### src/rtl/split_rr_arbiter.sv
// Round-robin bus arbiter for N_INIT initiators plus one split target, with
// split parking, a max-hold preemption timer and a configurable turnaround gap.
module split_rr_arbiter #(
    parameter int N_INIT     = 4,
    parameter int SEL_W      = $clog2(N_INIT + 1),
    parameter int MAX_HOLD   = 64,
    parameter int TURNAROUND = 1
) (
    input  logic              clk,
    input  logic              rst,
    input  logic [N_INIT-1:0] req,
    input  logic              req_split,
    input  logic              split_start,
    output logic [N_INIT-1:0] grant,
    output logic              grant_split,
    output logic [SEL_W-1:0]  sel,
    output logic              bus_busy,
    output logic [N_INIT-1:0] parked,
    output logic              preempt
);

    localparam int PTR_W     = $clog2(N_INIT);
    localparam int HOLD_W    = (MAX_HOLD > 2) ? $clog2(MAX_HOLD) : 1;
    localparam int HOLD_LAST = (MAX_HOLD > 0) ? MAX_HOLD - 1 : 0;
    localparam int TURN_LAST = (TURNAROUND > 0) ? TURNAROUND - 1 : 0;

    typedef enum logic [1:0] {
        IDLE,
        GNT_I,
        GNT_S,
        TURN
    } state_e;

    state_e              state_q, state_d;
    logic [N_INIT-1:0]   grant_q, grant_d;
    logic                grant_split_q, grant_split_d;
    logic [SEL_W-1:0]    sel_q, sel_d;
    logic                bus_busy_q, bus_busy_d;
    logic [N_INIT-1:0]   parked_q, parked_d;
    logic                preempt_q, preempt_d;
    logic [PTR_W-1:0]    ptr_q, ptr_d;
    logic [HOLD_W-1:0]   hold_q, hold_d;
    logic [1:0]          turn_q, turn_d;

    logic                release_bus;
    logic                arb_now;
    logic [N_INIT-1:0]   others;
    logic [N_INIT-1:0]   elig_next;
    logic                split_ok;
    logic                split_next;
    logic                found;
    int                  pick;
    int                  idx;

    always_comb begin
        // NOTE: every variable gets a default up front so no path leaves one
        // unassigned, which would otherwise infer a latch.
        state_d       = state_q;
        grant_d       = grant_q;
        grant_split_d = grant_split_q;
        sel_d         = sel_q;
        bus_busy_d    = bus_busy_q;
        parked_d      = parked_q;
        preempt_d     = 1'b0;
        ptr_d         = ptr_q;
        hold_d        = hold_q;
        turn_d        = turn_q;
        release_bus   = 1'b0;
        found         = 1'b0;
        pick          = 0;
        idx           = 0;

        split_ok = req_split && (parked_q != '0);
        others   = req & ~parked_q & ~grant_q;

        case (state_q)
            GNT_I: begin
                if (split_start && (parked_q == '0)) begin
                    parked_d    = parked_q | grant_q;
                    release_bus = 1'b1;
                end else if ((req & grant_q) == '0) begin
                    release_bus = 1'b1;
                end else if ((MAX_HOLD != 0) && (hold_q == HOLD_W'(HOLD_LAST)) &&
                             ((others != '0) || split_ok)) begin
                    preempt_d   = 1'b1;
                    release_bus = 1'b1;
                end else if (hold_q != HOLD_W'(HOLD_LAST)) begin
                    hold_d = hold_q + 1'b1;
                end
            end
            GNT_S: begin
                if (!req_split) begin
                    parked_d    = '0;
                    release_bus = 1'b1;
                end
            end
            TURN: begin
                if (turn_q != 2'd0) turn_d = turn_q - 2'd1;
            end
            default: ;
        endcase

        if (release_bus) begin
            grant_d       = '0;
            grant_split_d = 1'b0;
            bus_busy_d    = 1'b0;
            state_d       = TURN;
            turn_d        = 2'(TURN_LAST);
        end

        // The last turnaround cycle doubles as the arbitration slot, so the
        // gap seen on the bus is exactly TURNAROUND cycles.
        arb_now = (state_q == IDLE) || ((state_q == TURN) && (turn_q == 2'd0)) ||
                  (release_bus && (TURNAROUND == 0));

        elig_next  = req & ~parked_d;
        split_next = req_split && (parked_d != '0);

        for (int i = 0; i < N_INIT; i++) begin
            idx = int'(ptr_q) + i;
            if (idx >= N_INIT) idx = idx - N_INIT;
            if (!found && elig_next[idx]) begin
                found = 1'b1;
                pick  = idx;
            end
        end

        if (arb_now) begin
            state_d = IDLE;
            if (split_next) begin
                state_d       = GNT_S;
                grant_d       = '0;
                grant_split_d = 1'b1;
                sel_d         = SEL_W'(N_INIT);
                bus_busy_d    = 1'b1;
            end else if (found) begin
                state_d       = GNT_I;
                grant_d       = '0;
                grant_d[pick] = 1'b1;
                grant_split_d = 1'b0;
                sel_d         = SEL_W'(pick);
                bus_busy_d    = 1'b1;
                ptr_d         = (pick == N_INIT - 1) ? '0 : PTR_W'(pick + 1);
                hold_d        = '0;
            end
        end
    end

    always_ff @(posedge clk) begin
        // NOTE: non-blocking assignments keep every flop sampling the
        // pre-edge value regardless of statement order.
        if (rst) begin
            state_q       <= IDLE;
            grant_q       <= '0;
            grant_split_q <= 1'b0;
            sel_q         <= '0;
            bus_busy_q    <= 1'b0;
            parked_q      <= '0;
            preempt_q     <= 1'b0;
            ptr_q         <= '0;
            hold_q        <= '0;
            turn_q        <= '0;
        end else begin
            state_q       <= state_d;
            grant_q       <= grant_d;
            grant_split_q <= grant_split_d;
            sel_q         <= sel_d;
            bus_busy_q    <= bus_busy_d;
            parked_q      <= parked_d;
            preempt_q     <= preempt_d;
            ptr_q         <= ptr_d;
            hold_q        <= hold_d;
            turn_q        <= turn_d;
        end
    end

    assign grant       = grant_q;
    assign grant_split = grant_split_q;
    assign sel         = sel_q;
    assign bus_busy    = bus_busy_q;
    assign parked      = parked_q;
    assign preempt     = preempt_q;

endmodule

### config.mk
export PLATFORM = sky130hd
export DESIGN_NAME = split_rr_arbiter
export DESIGN_NICKNAME = d
export VERILOG_FILES = /design/src/rtl/split_rr_arbiter.sv
export SDC_FILE = /design/constraint.sdc
export NUM_CORES = 1
export LEC_CHECK = 0
export ABC_CLOCK_PERIOD_IN_PS = 4800
export BUFFER_PORTS_ARGS = -buffer_cell sky130_fd_sc_hd__buf_2
export CAP_MARGIN = 10
export CORE_MARGIN = 4
export CORE_UTILIZATION = 35
export DETAILED_ROUTE_END_ITERATION = 12
export PLACE_DENSITY = 0.61
export SYNTH_ARGS = -nofsm -noshare
export SYNTH_HDL_FRONTEND = slang
export SYNTH_SLANG_ARGS = --single-unit
### constraint.sdc
create_clock -name clk -period 4.8 [get_ports clk]
set_input_delay 0.96 -clock clk [delete_from_list [all_inputs] [get_ports clk]]
set_output_delay 0.96 -clock clk [all_outputs]
set_load 0.1 [all_outputs]
==> metrics.cfg, run 1 <==
[routing]
postRouteWirelength_um = 4179
drt.antenna.violating_nets = 0
1st_pass_router_iterations = 4
route.vias.total = 1598
drt-vias-per-instance = 5.607
drcViolationCount = 0
drt_iter0_markers = 147
drt-wirelength-per-cell_um = 14.66

[cts]
clk_transition_reported_paths_ps = 90
number_of_post_cts_setup_repair_buffers = 0
tritoncts = built
tritoncts.num_buffers = 3
ctsHoldBuffers = 0
clock_tree.root_cell = sky130_fd_sc_hd__clkbuf_8
cts_max_level = 1
cts.sinks = 26
worst_skew_pair.late_latency_ps = 270
cts-resized-gates = 0
clock_path_buffers = 2

[synthesis]
synth_ff_type = sky130_fd_sc_hd__dfxtp_1
synth_edf_count = 0
netlist_top_cells_area = sky130_fd_sc_hd__dfxtp_1, sky130_fd_sc_hd__ha_1, sky130_fd_sc_hd__mux4_2, sky130_fd_sc_hd__inv_1, sky130_fd_sc_hd__nand3_1
synthesis.area_per_instance_sq_um = 9.182
syn_area_sq_mm = 0.001818
synthCells = 198
synth.net_count = 221
ys.warnings.count = 0
synth_largest_area_cell = sky130_fd_sc_hd__dfxtp_1
synth.ff_latch_count = 26
synth_top_area_share_pct = 28.63
postSynth.asyncResetShare_pct = 0
yosysUniqueCellTypes = 52
synth_sequential_area_ratio_pct = 28.63

[worst_setup_path]
critical-path-max-stage-delay_ps = 600
cell_family_contributing_the_most_delay_on_the_critical_path = compound AO/OA/AOI/OAI gates
most_frequent_cp_cell = sky130_fd_sc_hd__inv_1
endpoint_kind = register
worstPathBufferInverterCount = 3
required_time_of_the_critical_path_ps = 4980
critical_path.cell_chain = buf_2 -> and2_0 -> o21ai_0 -> nand3_1 -> mux4_2 -> a21o_1 -> a22o_1 -> inv_1 -> ha_1 -> inv_1 -> o32ai_1
signal_arrival_time_at_the_worst_endpoint_ps = 3490
timing.critical_path.slowest_stage_cell = sky130_fd_sc_hd__mux4_2
critical_path_startpoint_category = input pin
worstSetupPathType = in -> reg
worstPathMaxFanout = 6

[timing]
final_setup_fails = 0
period_minus_slack_ps = 3307
max_clock_freq_mhz = 302.4
rsz0062_at_grt = no
worst_pin_slew_ps = 550.7
hold_viol = 0
final.period_utilization_pct = 68.89
finalSetupTns_ps = 0
fin_skew_ps = 1.447
maxSlewViolCount = 0
timing.max_slew.rel_slack_pct = 63.12

[floorplanning]
floorplan.io_pins = 22
dieArea_sq_mm = 0.006411
floorplan.die.width_um = 80.07
cell_rows = 25
coreArea_sq_mm = 0.004880
floorplan.die.height_um = 80.07
start_util_pct = 37.26

[final_layout]
final_core_utilization_pct = 41.69
final_nets = 242
area_growth_syn_to_layout_pct = 11.91
antenna-diode-count = 0
final_cell_count_no_fill = 285
final_area_sq_mm = 0.002034
layout-drive-gt1-share_pct = 18.35

[grt]
grt_pass1_wl_um = 7148
overflow = 0
initial_antenna_violation_count = 0
gr-usage-all-layers_pct = 13.78
grt_pass1_vias = 1461
pin_count_of_the_biggest_net_entering_global_routing = 17

[pwr]
intPower_uw = 570.3
combPwrFrac_pct = 62.8
static_leakage_nw = 0.8154
clock_power_share_pct = 11.6
p_per_area_mw_per_mm2 = 605.2
vdd.ir_drop.worst_v = 0.0002836
switching_share_pct = 53.68
design_power_total_mw = 1.231
power.share.sequential_pct = 25.7
netSwitchingPower_uw = 660.9

[place]
placement.io_buffers = 21
number_of_placed_cells_counting_well_taps = 281
detailed_place_hpwl_um = 3209
place_area_sq_mm = 0.001979
gp_routability_congestion = 0.8268

[min_path]
hold_class = reg -> reg

[run_status]
status = complete, no violations

[run]
max_cap_viol_count = 0

kinds of logic after synthesis:
| logic type | share of synthesized area, % |
|---|---|
| AND/OR/NAND/NOR | 22.85 |
| AO/OA/AOI/OAI | 22.23 |
| buffers and inverters | 5.849 |
| flip-flops | 28.63 |
| adder cells (fa/ha/maj) | 10.32 |
| multiplexers | 9.153 |
| XOR/XNOR | 0.9637 |
worst paths after layout:
path | from | to | slack, ps | cells past startpoint
hold / removal | sel[1] | sel[1] | 470 | 1
hold reg to reg | sel[1] | sel[1] | 470 | 1
setup / recovery | req_split | grant[2] | 1490 | 11
setup reg to reg | state_q[1] | grant[2] | 1530 | 12
power groups by stage:
stage	Combinational [mW]	Sequential (mW)	Clock, mW
finish	0.773	0.316	0.142
global route	0.847	0.325	0.155
CTS	0.771	0.316	0.147
detailed placement	0.767	0.322	0
global placement	0.770	0.322	0
floorplan	0.455	0.499	0
registers in the layout, summed over array words and instances (netlist names):
register	count
preempt	1
bus_busy	1
turn_q	2
sel	3
ptr_q	2
grant_split	1
state_q	2
grant	4
parked	4
hold_q	6
layer usage:
layer  GRT usage (%)  share of wire (%)  up-vias
li1                -                  -      798
met1           19.60                 48      734
met2           20.78                 44       56
met3           2.466                6.2       10
met4           4.730                2.2        0
met5               0                  0        -
per-stage QoR:
stage                     setup WS, ps  hold WS, ps
final                             1493        473.4
after global routing              1262        499.2
after CTS                         1530        478.9
after detailed placement          1249        452.7
after global placement            1313        456.4
after floorplan                   1299        476.4
layout by cell type, fill, tap and decap left out, drive strengths merged, types with 6 or more instances in the layout:
cell type,n
dfxtp,26
a21oi,6
ha,15
nand2,8
nand3,10
mux4,6
nor2,10
inv,20
and3,7
buf,21
o21ai,7
synth_stat cells, types with 5 or more instances:
master and count:
sky130_fd_sc_hd__a211oi_1 5, sky130_fd_sc_hd__a21oi_1 6, sky130_fd_sc_hd__a22oi_1 5, sky130_fd_sc_hd__and3_1 7
sky130_fd_sc_hd__dfxtp_1 26, sky130_fd_sc_hd__ha_1 15, sky130_fd_sc_hd__inv_1 20, sky130_fd_sc_hd__mux4_2 6
sky130_fd_sc_hd__nand2_1 8, sky130_fd_sc_hd__nand3_1 9, sky130_fd_sc_hd__nand4_1 5, sky130_fd_sc_hd__nor2_1 9
sky130_fd_sc_hd__nor3b_1 5, sky130_fd_sc_hd__o21ai_0 6
cell type report:
cell class	count	area (sq um)
Timing Repair Buffer	21	105.1
Inverter	21	78.83
Tap cell	67	83.83
Clock buffer	4	55.05
Multi-Input combinational cell	146	1191
Fill cell	507	2845
Sequential cell	26	520.5
No activity file was read; power rests on OpenSTA's default activity.
==> run 2: changes to the inputs <==
--- a/config.mk
+++ b/config.mk
@@ -5,13 +5,13 @@
 export SDC_FILE = /design/constraint.sdc
 export NUM_CORES = 1
 export LEC_CHECK = 0
-export ABC_CLOCK_PERIOD_IN_PS = 4800
+export ABC_CLOCK_PERIOD_IN_PS = 2700
 export BUFFER_PORTS_ARGS = -buffer_cell sky130_fd_sc_hd__buf_2
 export CAP_MARGIN = 10
 export CORE_MARGIN = 4
 export CORE_UTILIZATION = 35
 export DETAILED_ROUTE_END_ITERATION = 12
-export PLACE_DENSITY = 0.61
+export PLACE_DENSITY = 0.62
 export SYNTH_ARGS = -nofsm -noshare
 export SYNTH_HDL_FRONTEND = slang
 export SYNTH_SLANG_ARGS = --single-unit
==> constraint.sdc (replaced) <==
create_clock -name clk -period 2.7 [get_ports clk]
set_input_delay 0.54 -clock clk [delete_from_list [all_inputs] [get_ports clk]]
set_output_delay 0.54 -clock clk [all_outputs]
set_load 0.1 [all_outputs]
==> run 2 against run 1 <==
Compared with the run above:
- the flow now finishes with violations (negative setup slack)
- wire length rose by 18%
- utilization rose by 11 points
- critical path depth did not move
- combinational power rose to 2.8 times the previous value
- power rose by 130%
- final cell count rose by 18%
- global-route usage rose by 1.9 points
- critical path type is now reg -> reg
==> metrics.cfg, run 2 (same netlist as run 1, synthesis figures left out) <==
[worst_setup_path]
critical_path_startpoint_category = register
worstPathMaxFanout = 4
endpoint_kind = register
worstSetupPathType = reg -> reg
signal_arrival_time_at_the_worst_endpoint_ps = 3120
critical-path-max-stage-delay_ps = 540
critical_path.cell_chain = inv_2 -> ha_4 -> nand2b_4 -> or2_4 -> a221o_2 -> mux4_2 -> o21ai_1 -> a22o_4 -> ha_1 -> inv_1 -> o32ai_1
cell_family_contributing_the_most_delay_on_the_critical_path = compound AO/OA/AOI/OAI gates
worstPathBufferInverterCount = 2
required_time_of_the_critical_path_ps = 2880
regToRegStartpoint = state_q[1]
crit_path_start = state_q[1]
timing.critical_path.slowest_stage_cell = sky130_fd_sc_hd__mux4_2

[place]
place_area_sq_mm = 0.002337
detailed_place_hpwl_um = 3704
number_of_placed_cells_counting_well_taps = 324
gp_routability_congestion = 0.8329
placement.io_buffers = 21

[timing]
max_clock_freq_mhz = 340.0
timing.max_slew.rel_slack_pct = 67.48
maxSlewViolCount = 0
hold_slack_ps = 460.3
layout_setup_ws_ps = -240.8
hold_viol = 0
final.period_utilization_pct = 108.9
fin_skew_ps = 6.200
final_setup_fails = 17
period_minus_slack_ps = 2941
worst_pin_slew_ps = 491.2
rsz0062_at_grt = yes

[floorplanning]
start_util_pct = 37.26
cell_rows = 25
floorplan.die.height_um = 80.07
floorplan.die.width_um = 80.07
floorplan.io_pins = 22
coreArea_sq_mm = 0.004880
dieArea_sq_mm = 0.006411

[final_layout]
final_cell_count_no_fill = 337
layout-drive-gt1-share_pct = 46.30
layout.area.seq_sq_um = 540.5
antenna-diode-count = 0
area_growth_syn_to_layout_pct = 42.67
largest_register_ffs = 6
num-fill-cells = 449
final_core_utilization_pct = 53.15
final_area_sq_mm = 0.002594
largest-register = hold_q
layout_commonest_cell = sky130_fd_sc_hd__buf_4
layout.cells.most_common_list = sky130_fd_sc_hd__buf_4, sky130_fd_sc_hd__buf_2, sky130_fd_sc_hd__dfxtp_1
multi_input_logic_area_sq_mm = 0.001330
final_nets = 294

[min_path]
hold_start = sel[1]
hold_class = reg -> reg

[routing]
1st_pass_router_iterations = 4
postRouteWirelength_um = 4923
drcViolationCount = 0
drt_iter0_markers = 188
drt-wirelength-per-cell_um = 14.61
route.vias.total = 1780
drt.antenna.violating_nets = 0
drt-vias-per-instance = 5.282

[run_status]
status = complete, but fails checks
violations_in_the_final_reports = negative setup slack

[pwr]
p_per_area_mw_per_mm2 = 1113
static_leakage_nw = 1.090
vdd.ir_drop.worst_v = 0.0006661

[cts]
ctsHoldBuffers = 0
clock_tree.root_cell = sky130_fd_sc_hd__clkbuf_8
cts_max_level = 1
clock_path_buffers = 2
tritoncts.num_buffers = 3
cts.sinks = 26
clk_transition_reported_paths_ps = 90
tritoncts = built
worst_skew_pair.late_latency_ps = 270

[grt]
initial_antenna_violation_count = 0
gr-usage-all-layers_pct = 15.67
grt_pass1_vias = 1732
pin_count_of_the_biggest_net_entering_global_routing = 17
overflow = 0
grt_pass1_wl_um = 8086

[run]
max_cap_viol_count = 0

run 2: changes by cell type in the layout (fill, tap and decap cells not counted), moves of 4 or more:
cell,delta
sky130_fd_sc_hd__buf_4,+48
sky130_fd_sc_hd__buf_6,+4
sky130_fd_sc_hd__dfxtp_1,-8
sky130_fd_sc_hd__dfxtp_2,+4
sky130_fd_sc_hd__dfxtp_4,+4
sky130_fd_sc_hd__ha_1,-6
sky130_fd_sc_hd__ha_4,+4
sky130_fd_sc_hd__inv_1,-6
sky130_fd_sc_hd__inv_2,+5
sky130_fd_sc_hd__o21ai_0,-4
run 2: layout make-up:
type / instances / area share [%]
clock buffers: 4 / 1.737
inverters: 21 / 3.232
multi-input cells: 146 / 51.28
flip-flops and latches: 26 / 20.84
well taps: 67 / 3.232
repair buffers: 73 / 19.68
run 2: layer usage:
layer / vias to the layer above / GRT usage [%] / routed length (um)
met3: 8 / 1.457 / 233
met4: 0 / 2.027 / 42
met1: 824 / 21.51 / 2295
met5: - / 0 / 0
met2: 43 / 27.24 / 2352
li1: 905 / - / -
run 2: what timing repair did:
item / in CTS / in global routing
pin swaps: 19 / 15
setup buffers: 6 / 4
resized for setup: 13 / 24
endpoints found under the setup margin: 18 / 18
run 2: worst paths after layout:
check,slack (ps),cells past startpoint,end
setup reg to reg,-240,11,grant[1]
hold / removal,460,1,sel[1]
setup / recovery,-240,11,grant[1]
hold reg to reg,460,1,sel[1]
run 2: power breakdown:
part           switching [mW]  total, mW  internal (mW)
logic                    1.23       2.13          0.899
registers              0.0738      0.538          0.464
clock network           0.116      0.222          0.105
run 2: stage by stage:
step,TNS (ps),total power [mW],worst slack [ps]
final,-1900,2.886,-240.8
after global placement,-2004,2.265,-193.3
after global routing,-3786,3.099,-354.5
after CTS,-3135,2.678,-234.1
after floorplan,-1031,1.753,-228.8
after detailed placement,-2631,2.275,-270.2
